**src/rtl/eq_scale_sched_if.sv**
```systemverilog
// Frame-level bus between the EQ band filters/control and eq_scale_sched.
// Handshake: start is a one-cycle request taken only while busy is low; out_vld is a one-cycle strobe with no back-pressure.
interface eq_scale_sched_if;
  logic               start;
  logic signed [15:0] LP_lftOut, B1_lftOut, B2_lftOut, B3_lftOut, HP_lftOut;
  logic signed [15:0] LP_rhtOut, B1_rhtOut, B2_rhtOut, B3_rhtOut, HP_rhtOut;
  logic        [11:0] LP_gain, B1_gain, B2_gain, B3_gain, HP_gain;
  logic        [11:0] volume;
  logic               busy;
  logic               out_vld;
  logic               overrun;
  logic signed [15:0] lft_out;
  logic signed [15:0] rht_out;

  modport master (
    output start,
    output LP_lftOut, B1_lftOut, B2_lftOut, B3_lftOut, HP_lftOut,
    output LP_rhtOut, B1_rhtOut, B2_rhtOut, B3_rhtOut, HP_rhtOut,
    output LP_gain, B1_gain, B2_gain, B3_gain, HP_gain,
    output volume,
    input  busy, out_vld, overrun, lft_out, rht_out
  );

  modport slave (
    input  start,
    input  LP_lftOut, B1_lftOut, B2_lftOut, B3_lftOut, HP_lftOut,
    input  LP_rhtOut, B1_rhtOut, B2_rhtOut, B3_rhtOut, HP_rhtOut,
    input  LP_gain, B1_gain, B2_gain, B3_gain, HP_gain,
    input  volume,
    output busy, out_vld, overrun, lft_out, rht_out
  );
endinterface

```
**src/rtl/eq_scale_sched.sv**
```systemverilog
// Band-scale / sum / volume scheduler using one shared signed multiplier.
// Optional macro EQ_SCHED_SAT_EN: saturating 16-bit reductions instead of two's-complement wrap.
module eq_scale_sched (
  input  logic                 clk,
  input  logic                 rst,
  eq_scale_sched_if.slave      bus,
  output logic [1:0]           dbg_state
);

  typedef enum logic [1:0] {
    S_IDLE = 2'd0,
    S_MAC  = 2'd1,
    S_VOL  = 2'd2
  } state_t;

  state_t state, state_n;
  logic [3:0] step, step_n;

  logic signed [15:0] aud_q [10];
  logic        [11:0] gain_q [5];
  logic        [11:0] vol_q;
  logic signed [19:0] acc_l, acc_r;
  logic signed [15:0] lft_stage;
  logic signed [15:0] lft_q, rht_q;
  logic               out_vld_q, overrun_q;

  logic               busy;
  logic               last_step;
  logic [2:0]         gsel;
  logic signed [15:0] mul_a;
  logic signed [12:0] mul_b;
  logic signed [28:0] prod;
  logic signed [19:0] band_term;
  logic signed [16:0] vol_full;
  logic signed [19:0] acc_sel;
  logic signed [15:0] red;
  logic signed [15:0] vol_res;
  logic               unused_lsbs;

  // ---------------- FSM ----------------
  always_ff @(posedge clk) begin
    if (rst) begin
      state <= S_IDLE;
      step  <= 4'd0;
    end else begin
      state <= state_n;
      step  <= step_n;
    end
  end

  always_comb begin
    state_n = state;
    step_n  = step;
    case (state)
      S_IDLE: begin
        if (bus.start) begin
          state_n = S_MAC;
          step_n  = 4'd0;
        end
      end
      S_MAC: begin
        if (step == 4'd9) begin
          state_n = S_VOL;
          step_n  = 4'd0;
        end else begin
          step_n = step + 4'd1;
        end
      end
      S_VOL: begin
        if (step == 4'd1) begin
          state_n = S_IDLE;
          step_n  = 4'd0;
        end else begin
          step_n = step + 4'd1;
        end
      end
      default: begin
        state_n = S_IDLE;
        step_n  = 4'd0;
      end
    endcase
  end

  assign busy      = (state != S_IDLE);
  assign last_step = (state == S_VOL) && (step == 4'd1);
  assign dbg_state = state;

  // ---------------- shared multiplier ----------------
  assign gsel = (step >= 4'd5) ? 3'(step - 4'd5) : step[2:0];

  // VOL step 0 works on the left accumulator, step 1 on the right.
  always_comb begin
    acc_sel = step[0] ? acc_r : acc_l;
`ifdef EQ_SCHED_SAT_EN
    if (acc_sel > 20'sd32767)
      red = 16'sh7FFF;
    else if (acc_sel < -20'sd32768)
      red = 16'sh8000;
    else
      red = acc_sel[15:0];
`else
    red = acc_sel[15:0];
`endif
  end

  always_comb begin
    mul_a = '0;
    mul_b = '0;
    if (state == S_VOL) begin
      mul_a = red;
      mul_b = {1'b0, vol_q};
    end else begin
      mul_a = aud_q[step];
      mul_b = {1'b0, gain_q[gsel]};
    end
  end

  assign prod      = mul_a * mul_b;
  assign band_term = {{2{prod[28]}}, prod[28:11]};
  assign vol_full  = prod[28:12];

  always_comb begin
`ifdef EQ_SCHED_SAT_EN
    if (vol_full[16] != vol_full[15])
      vol_res = vol_full[16] ? 16'sh8000 : 16'sh7FFF;
    else
      vol_res = vol_full[15:0];
`else
    vol_res = vol_full[15:0];
`endif
  end

`ifdef EQ_SCHED_SAT_EN
  assign unused_lsbs = ^prod[10:0];
`else
  assign unused_lsbs = ^{prod[10:0], vol_full[16], acc_sel[19:16]};
`endif

  // ---------------- datapath ----------------
  always_ff @(posedge clk) begin
    if (rst) begin
      for (int i = 0; i < 10; i++) aud_q[i] <= '0;
      for (int i = 0; i < 5; i++)  gain_q[i] <= '0;
      vol_q     <= '0;
      acc_l     <= '0;
      acc_r     <= '0;
      lft_stage <= '0;
      lft_q     <= '0;
      rht_q     <= '0;
      out_vld_q <= 1'b0;
      overrun_q <= 1'b0;
    end else begin
      out_vld_q <= 1'b0;
      // The final edge still counts as busy, but out_vld owns that cycle.
      overrun_q <= bus.start && busy && !last_step;
      case (state)
        S_IDLE: begin
          if (bus.start) begin
            aud_q[0]  <= bus.LP_lftOut;
            aud_q[1]  <= bus.B1_lftOut;
            aud_q[2]  <= bus.B2_lftOut;
            aud_q[3]  <= bus.B3_lftOut;
            aud_q[4]  <= bus.HP_lftOut;
            aud_q[5]  <= bus.LP_rhtOut;
            aud_q[6]  <= bus.B1_rhtOut;
            aud_q[7]  <= bus.B2_rhtOut;
            aud_q[8]  <= bus.B3_rhtOut;
            aud_q[9]  <= bus.HP_rhtOut;
            gain_q[0] <= bus.LP_gain;
            gain_q[1] <= bus.B1_gain;
            gain_q[2] <= bus.B2_gain;
            gain_q[3] <= bus.B3_gain;
            gain_q[4] <= bus.HP_gain;
            vol_q     <= bus.volume;
            acc_l     <= '0;
            acc_r     <= '0;
          end
        end
        S_MAC: begin
          if (step < 4'd5)
            acc_l <= acc_l + band_term;
          else
            acc_r <= acc_r + band_term;
        end
        S_VOL: begin
          if (step == 4'd0) begin
            lft_stage <= vol_res;
          end else begin
            lft_q     <= lft_stage;
            rht_q     <= vol_res;
            out_vld_q <= 1'b1;
          end
        end
        default: ;
      endcase
    end
  end

  assign bus.busy    = busy;
  assign bus.out_vld = out_vld_q;
  assign bus.overrun = overrun_q;
  assign bus.lft_out = lft_q;
  assign bus.rht_out = rht_q;

endmodule

```
**src/flat_wrapper.sv**
```systemverilog
// flat-port wrapper written by rule: the top's interface ports become plain ports
module eq_scale_sched_flat 
  (clk, rst, dbg_state, bus_start, bus_LP_lftOut, bus_B1_lftOut, bus_B2_lftOut, bus_B3_lftOut, bus_HP_lftOut, bus_LP_rhtOut, bus_B1_rhtOut, bus_B2_rhtOut, bus_B3_rhtOut, bus_HP_rhtOut, bus_LP_gain, bus_B1_gain, bus_B2_gain, bus_B3_gain, bus_HP_gain, bus_volume, bus_busy, bus_out_vld, bus_overrun, bus_lft_out, bus_rht_out);
  eq_scale_sched_if bus_i ();
  input  logic clk;
  input  logic rst;
  output logic [1:0] dbg_state;
  input wire logic [$bits(bus_i.start)-1:0] bus_start;
  input wire logic [$bits(bus_i.LP_lftOut)-1:0] bus_LP_lftOut;
  input wire logic [$bits(bus_i.B1_lftOut)-1:0] bus_B1_lftOut;
  input wire logic [$bits(bus_i.B2_lftOut)-1:0] bus_B2_lftOut;
  input wire logic [$bits(bus_i.B3_lftOut)-1:0] bus_B3_lftOut;
  input wire logic [$bits(bus_i.HP_lftOut)-1:0] bus_HP_lftOut;
  input wire logic [$bits(bus_i.LP_rhtOut)-1:0] bus_LP_rhtOut;
  input wire logic [$bits(bus_i.B1_rhtOut)-1:0] bus_B1_rhtOut;
  input wire logic [$bits(bus_i.B2_rhtOut)-1:0] bus_B2_rhtOut;
  input wire logic [$bits(bus_i.B3_rhtOut)-1:0] bus_B3_rhtOut;
  input wire logic [$bits(bus_i.HP_rhtOut)-1:0] bus_HP_rhtOut;
  input wire logic [$bits(bus_i.LP_gain)-1:0] bus_LP_gain;
  input wire logic [$bits(bus_i.B1_gain)-1:0] bus_B1_gain;
  input wire logic [$bits(bus_i.B2_gain)-1:0] bus_B2_gain;
  input wire logic [$bits(bus_i.B3_gain)-1:0] bus_B3_gain;
  input wire logic [$bits(bus_i.HP_gain)-1:0] bus_HP_gain;
  input wire logic [$bits(bus_i.volume)-1:0] bus_volume;
  output wire logic [$bits(bus_i.busy)-1:0] bus_busy;
  output wire logic [$bits(bus_i.out_vld)-1:0] bus_out_vld;
  output wire logic [$bits(bus_i.overrun)-1:0] bus_overrun;
  output wire logic [$bits(bus_i.lft_out)-1:0] bus_lft_out;
  output wire logic [$bits(bus_i.rht_out)-1:0] bus_rht_out;
  assign bus_i.start = bus_start;
  assign bus_i.LP_lftOut = bus_LP_lftOut;
  assign bus_i.B1_lftOut = bus_B1_lftOut;
  assign bus_i.B2_lftOut = bus_B2_lftOut;
  assign bus_i.B3_lftOut = bus_B3_lftOut;
  assign bus_i.HP_lftOut = bus_HP_lftOut;
  assign bus_i.LP_rhtOut = bus_LP_rhtOut;
  assign bus_i.B1_rhtOut = bus_B1_rhtOut;
  assign bus_i.B2_rhtOut = bus_B2_rhtOut;
  assign bus_i.B3_rhtOut = bus_B3_rhtOut;
  assign bus_i.HP_rhtOut = bus_HP_rhtOut;
  assign bus_i.LP_gain = bus_LP_gain;
  assign bus_i.B1_gain = bus_B1_gain;
  assign bus_i.B2_gain = bus_B2_gain;
  assign bus_i.B3_gain = bus_B3_gain;
  assign bus_i.HP_gain = bus_HP_gain;
  assign bus_i.volume = bus_volume;
  assign bus_busy = bus_i.busy;
  assign bus_out_vld = bus_i.out_vld;
  assign bus_overrun = bus_i.overrun;
  assign bus_lft_out = bus_i.lft_out;
  assign bus_rht_out = bus_i.rht_out;
  eq_scale_sched u_core (.clk(clk), .rst(rst), .bus(bus_i), .dbg_state(dbg_state));
endmodule
```
**config.mk**
```make
export PLATFORM = sky130hd
export DESIGN_NAME = eq_scale_sched_flat
export DESIGN_NICKNAME = d
export VERILOG_FILES = /design/src/rtl/eq_scale_sched_if.sv /design/src/rtl/eq_scale_sched.sv /design/src/flat_wrapper.sv
export SDC_FILE = /design/constraint.sdc
export NUM_CORES = 1
export LEC_CHECK = 0
export ABC_CLOCK_PERIOD_IN_PS = 12300
export BUFFER_PORTS_ARGS = -buffer_cell sky130_fd_sc_hd__buf_2
export CORE_MARGIN = 3
export CORE_UTILIZATION = 60
export DETAILED_ROUTE_END_ITERATION = 16
export GPL_TIMING_DRIVEN = 0
export PLACE_DENSITY = 0.82
export SYNTH_ARGS = -nofsm -noshare
export SYNTH_HDL_FRONTEND = slang
export SYNTH_SLANG_ARGS = --single-unit
```
**constraint.sdc**
```tcl
create_clock -name clk -period 12.3 [get_ports clk]
set_clock_uncertainty 0.1 [all_clocks]
set_input_delay 2.46 -clock clk [delete_from_list [all_inputs] [get_ports clk]]
set_output_delay 2.46 -clock clk [all_outputs]
set_load 0.01 [all_outputs]
```
==> impl_metrics.toml <==
[timing]
fin_setup_tns_ns = 0
finalSetupViolCount = 0
fmax_ghz = 0.08438
finalHoldViolations = 0
slew_headroom_pct = 32.35
final-max-slew-violation-count = 0
fin_crit_sh_pct = 96.35
fin_crit_ns = 11.85
worstMarginPinSlew_ns = 1.015

[clock_tree]
worst_skew_pair.late_latency_ns = 0.53
cts_buffers = 34
cts_tree = "yes"
cts.sinks = 324
cts_root_buf = "clkbuf_16"
clockBufferDepth = 3
h-tree-depth = 2
cts.clk_slew.worst_paths_ns = 0.06

[min_path]
min_path_cells = 2
whs_endpoint = "u_core.bus.rht_out[4]"
hold_path_class = "reg -> reg"
min_from = "u_core.bus.rht_out[4]"

[worst_setup_path]
cp.required_ns = 12.67
crit_arrival_ns = 12.22
cp-start-kind = "register"
rr_worst_depth = 42
end_kind = "register"
r2r-start = "u_core.step[0]"
cp_slowest_cell = "xor2_1"
cpPeakStageDelay_ns = 0.61
path_class = "reg -> reg"
worst_r2r_endpoint = "u_core.acc_r[15]"
rrSetupSlack_ns = 0.45
cp_max_fo = 10

[die]
coreArea_sq_um = 36000
rows = 69
die-area_sq_um = 39340
ioPinCount = 272
die_h_um = 198.3
start_util_pct = 61.66
die-width_um = 198.3

[grt]
grt_first_pass_wirelength_mm = 94.98
grt_antenna_before_repair = 7
first_global_vias = 17680
grt-ovfl-total = 0
grt_max_degree = 112
grt_usage_pct = 31.52

[yosys]
synth-seq-cells = 324
yosysSeqAreaShare_pct = 39.14
synth_enable_flop_cells = 220
async_flop_share_pct = 0
synthFlopType = "edfxtp_1"
ys_types = 76
yosys_warnings = 0
synthesis.area_sq_um = 22200
netlist_instances = 2089
synth_top_cell_by_area = "edfxtp_1"
synth_area_leaders = "edfxtp_1, fa_1, dfxtp_1, and2_1, ha_1"
syn-num-nets = 2600
synth_top_area_share_pct = 29.76
syn_avg_cell_area_sq_um = 10.63

[route]
drtAntennaViolNets = 0
drt-initial-drc-count = 1645
drt_first_pass_iters = 6
via_per_inst = 5.840
wire_per_inst_um = 21.20
routed_wl_mm = 61.26
drc = 0
vias = 16878

[placement]
gp_congestion = 0.9570
place.port_buffers = 270
placedCellCount = 2822
dp_hpwl_mm = 47.84

[finish]
final_cells = 2890
nets = 2912
drive_gt1_share_pct = 18.01
areaGrowthSynthToFinish_pct = 14.49
fillCellCount = 2515
final_util_pct = 70.59

[run_status]
status = "completed"

[power]
p_leak_nw = 11.16
p_total_w = 0.004957
power.density_nw_per_um2 = 195.1
vdd_drop_max_mv = 0.1522

[run]
maxCapViolCount = 0
-- worst max-delay path by stage --
stage | from | end | slack [ns] | cells past startpoint
after floorplan | u_core.step[0] | u_core.acc_r[15] | 1.86 | 42
after global routing | u_core.step[0] | u_core.acc_r[15] | -0.07 | 42
after global placement | u_core.step[0] | u_core.acc_r[15] | -0.87 | 40
after detailed placement | u_core.step[0] | u_core.acc_r[15] | -0.98 | 40
final | u_core.step[0] | u_core.acc_r[15] | 0.45 | 42
after CTS | u_core.step[0] | u_core.acc_r[15] | 0.14 | 42
-- placed cells by master (no fill, tap or decap), types with 25 or more instances in the layout --
cell type and count:
o21ai_0 25, nor2_1 154, clkbuf_1 72, and2_1 234, clkbuf_16 35, mux2i_1 44, dfxtp_1 104, ha_1 100
nand2_1 204, nand3_1 25, a21oi_1 109, edfxtp_1 220, xnor2_1 29, mux4_2 45, nor2b_1 30, fa_1 176
inv_1 262, buf_2 283
-- what timing repair did --
item | 4_1_cts | 5_1_grt
endpoints found under the setup margin | 13 | 7
resized for setup | 12 | 13
gates cloned | 0 | 0
hold buffers | 0 | 0
buffers inserted | 0 | 5
-- synth_stat cells (7+ instances only) --
cell      instances
nor3_1           13
a22o_1           13
ha_1            100
xor2_1            9
and2_1          234
a211oi_1         16
a22oi_1          16
nor2_1          154
nand2_1         204
nand2b_1         12
dfxtp_1         104
edfxtp_1        220
clkbuf_1         67
inv_1           263
mux2i_1          44
fa_1            176
nand4_1          11
xnor2_1          32
o21ai_0          29
nand3_1          25
a21o_1           22
a21oi_1         113
nor2b_1          30
o21bai_1          7
and3_1            7
buf_1             8
or3_1             8
mux4_2           45
buf_2            13
-- cell families (layout without fill, tap and decap cells) --
group / after synthesis / after routing / synth area share (%)
buf+inv: 362 / 699 / 6.545
compound gates: 268 / 268 / 7.937
simple gates: 725 / 725 / 16.38
fa+ha+maj: 276 / 276 / 21.51
xor+xnor: 43 / 43 / 1.764
flops: 324 / 324 / 39.14
mux: 91 / 91 / 6.725
other cells: 0 / 3 / 0
-- critical path: cells and delay by family (launching register included) --
kind	cells	cell delay, ns
mux	2	0.73
fa+ha+maj	8	3.38
xor+xnor	2	0.99
simple gates	12	2.30
buf+inv	9	1.70
flops	1	0.40
compound gates	9	2.14
-- area by class of cell --
type,count,area (sq um),area share [%]
Multi-Input combinational cell,1403,12180,47.93
Sequential cell,324,8688,34.19
Timing Repair Buffer,277,1436,5.652
Inverter,263,994.7,3.914
Clock buffer,42,912.1,3.589
Tap cell,461,576.8,2.270
Buffer,98,462.9,1.822
Clock inverter,19,153.9,0.6056
Antenna cell,3,7.507,0.02954
-- through the flow --
stage	hold WS [ns]	setup slack, ns	cell area (sq um)
4_1_cts	0.3517	0.1352	25280
3_5_place_dp	0.3431	-0.9815	24170
3_3_place_gp	0.3429	-0.8749	24120
6_report	0.3524	0.4494	25410
2_1_floorplan	0.3274	1.859	22200
5_1_grt	0.3701	-0.06539	25410
-- power breakdown --
| part | internal (W) | leakage, nW | switching, W | total (W) |
|---|---|---|---|---|
| Combinational | 0.000985 | 7.41 | 0.00164 | 0.00263 |
| Clock | 0.000572 | 0.521 | 0.000428 | 0.00100 |
| Sequential | 0.00128 | 3.23 | 0.0000484 | 0.00133 |
-- flip-flops by register name, indices dropped and copies added, names as in the netlist, named ones only --
| name | flops |
|---|---|
| u_core.bus.rht_out | 16 |
| u_core.bus.overrun | 1 |
| u_core.vol_q | 12 |
| u_core.acc_l | 16 |
| u_core.bus.out_vld | 1 |
| u_core.lft_stage | 16 |
| u_core.step | 4 |
| u_core.aud_q | 160 |
| u_core.acc_r | 16 |
| u_core.dbg_state | 2 |
| u_core.bus.lft_out | 16 |
| u_core.gain_q | 60 |
-- layer usage --
| layer | up-vias | wire length (um) | global-route usage, % |
|---|---|---|---|
| li1 | 7570 | - | - |
| met1 | 8222 | 22780 | 40.55 |
| met2 | 899 | 30100 | 52.96 |
| met3 | 179 | 5412 | 5.513 |
| met4 | 8 | 2917 | 13.74 |
| met5 | - | 55 | 0 |
No activity file was read; power rests on OpenSTA's default activity.
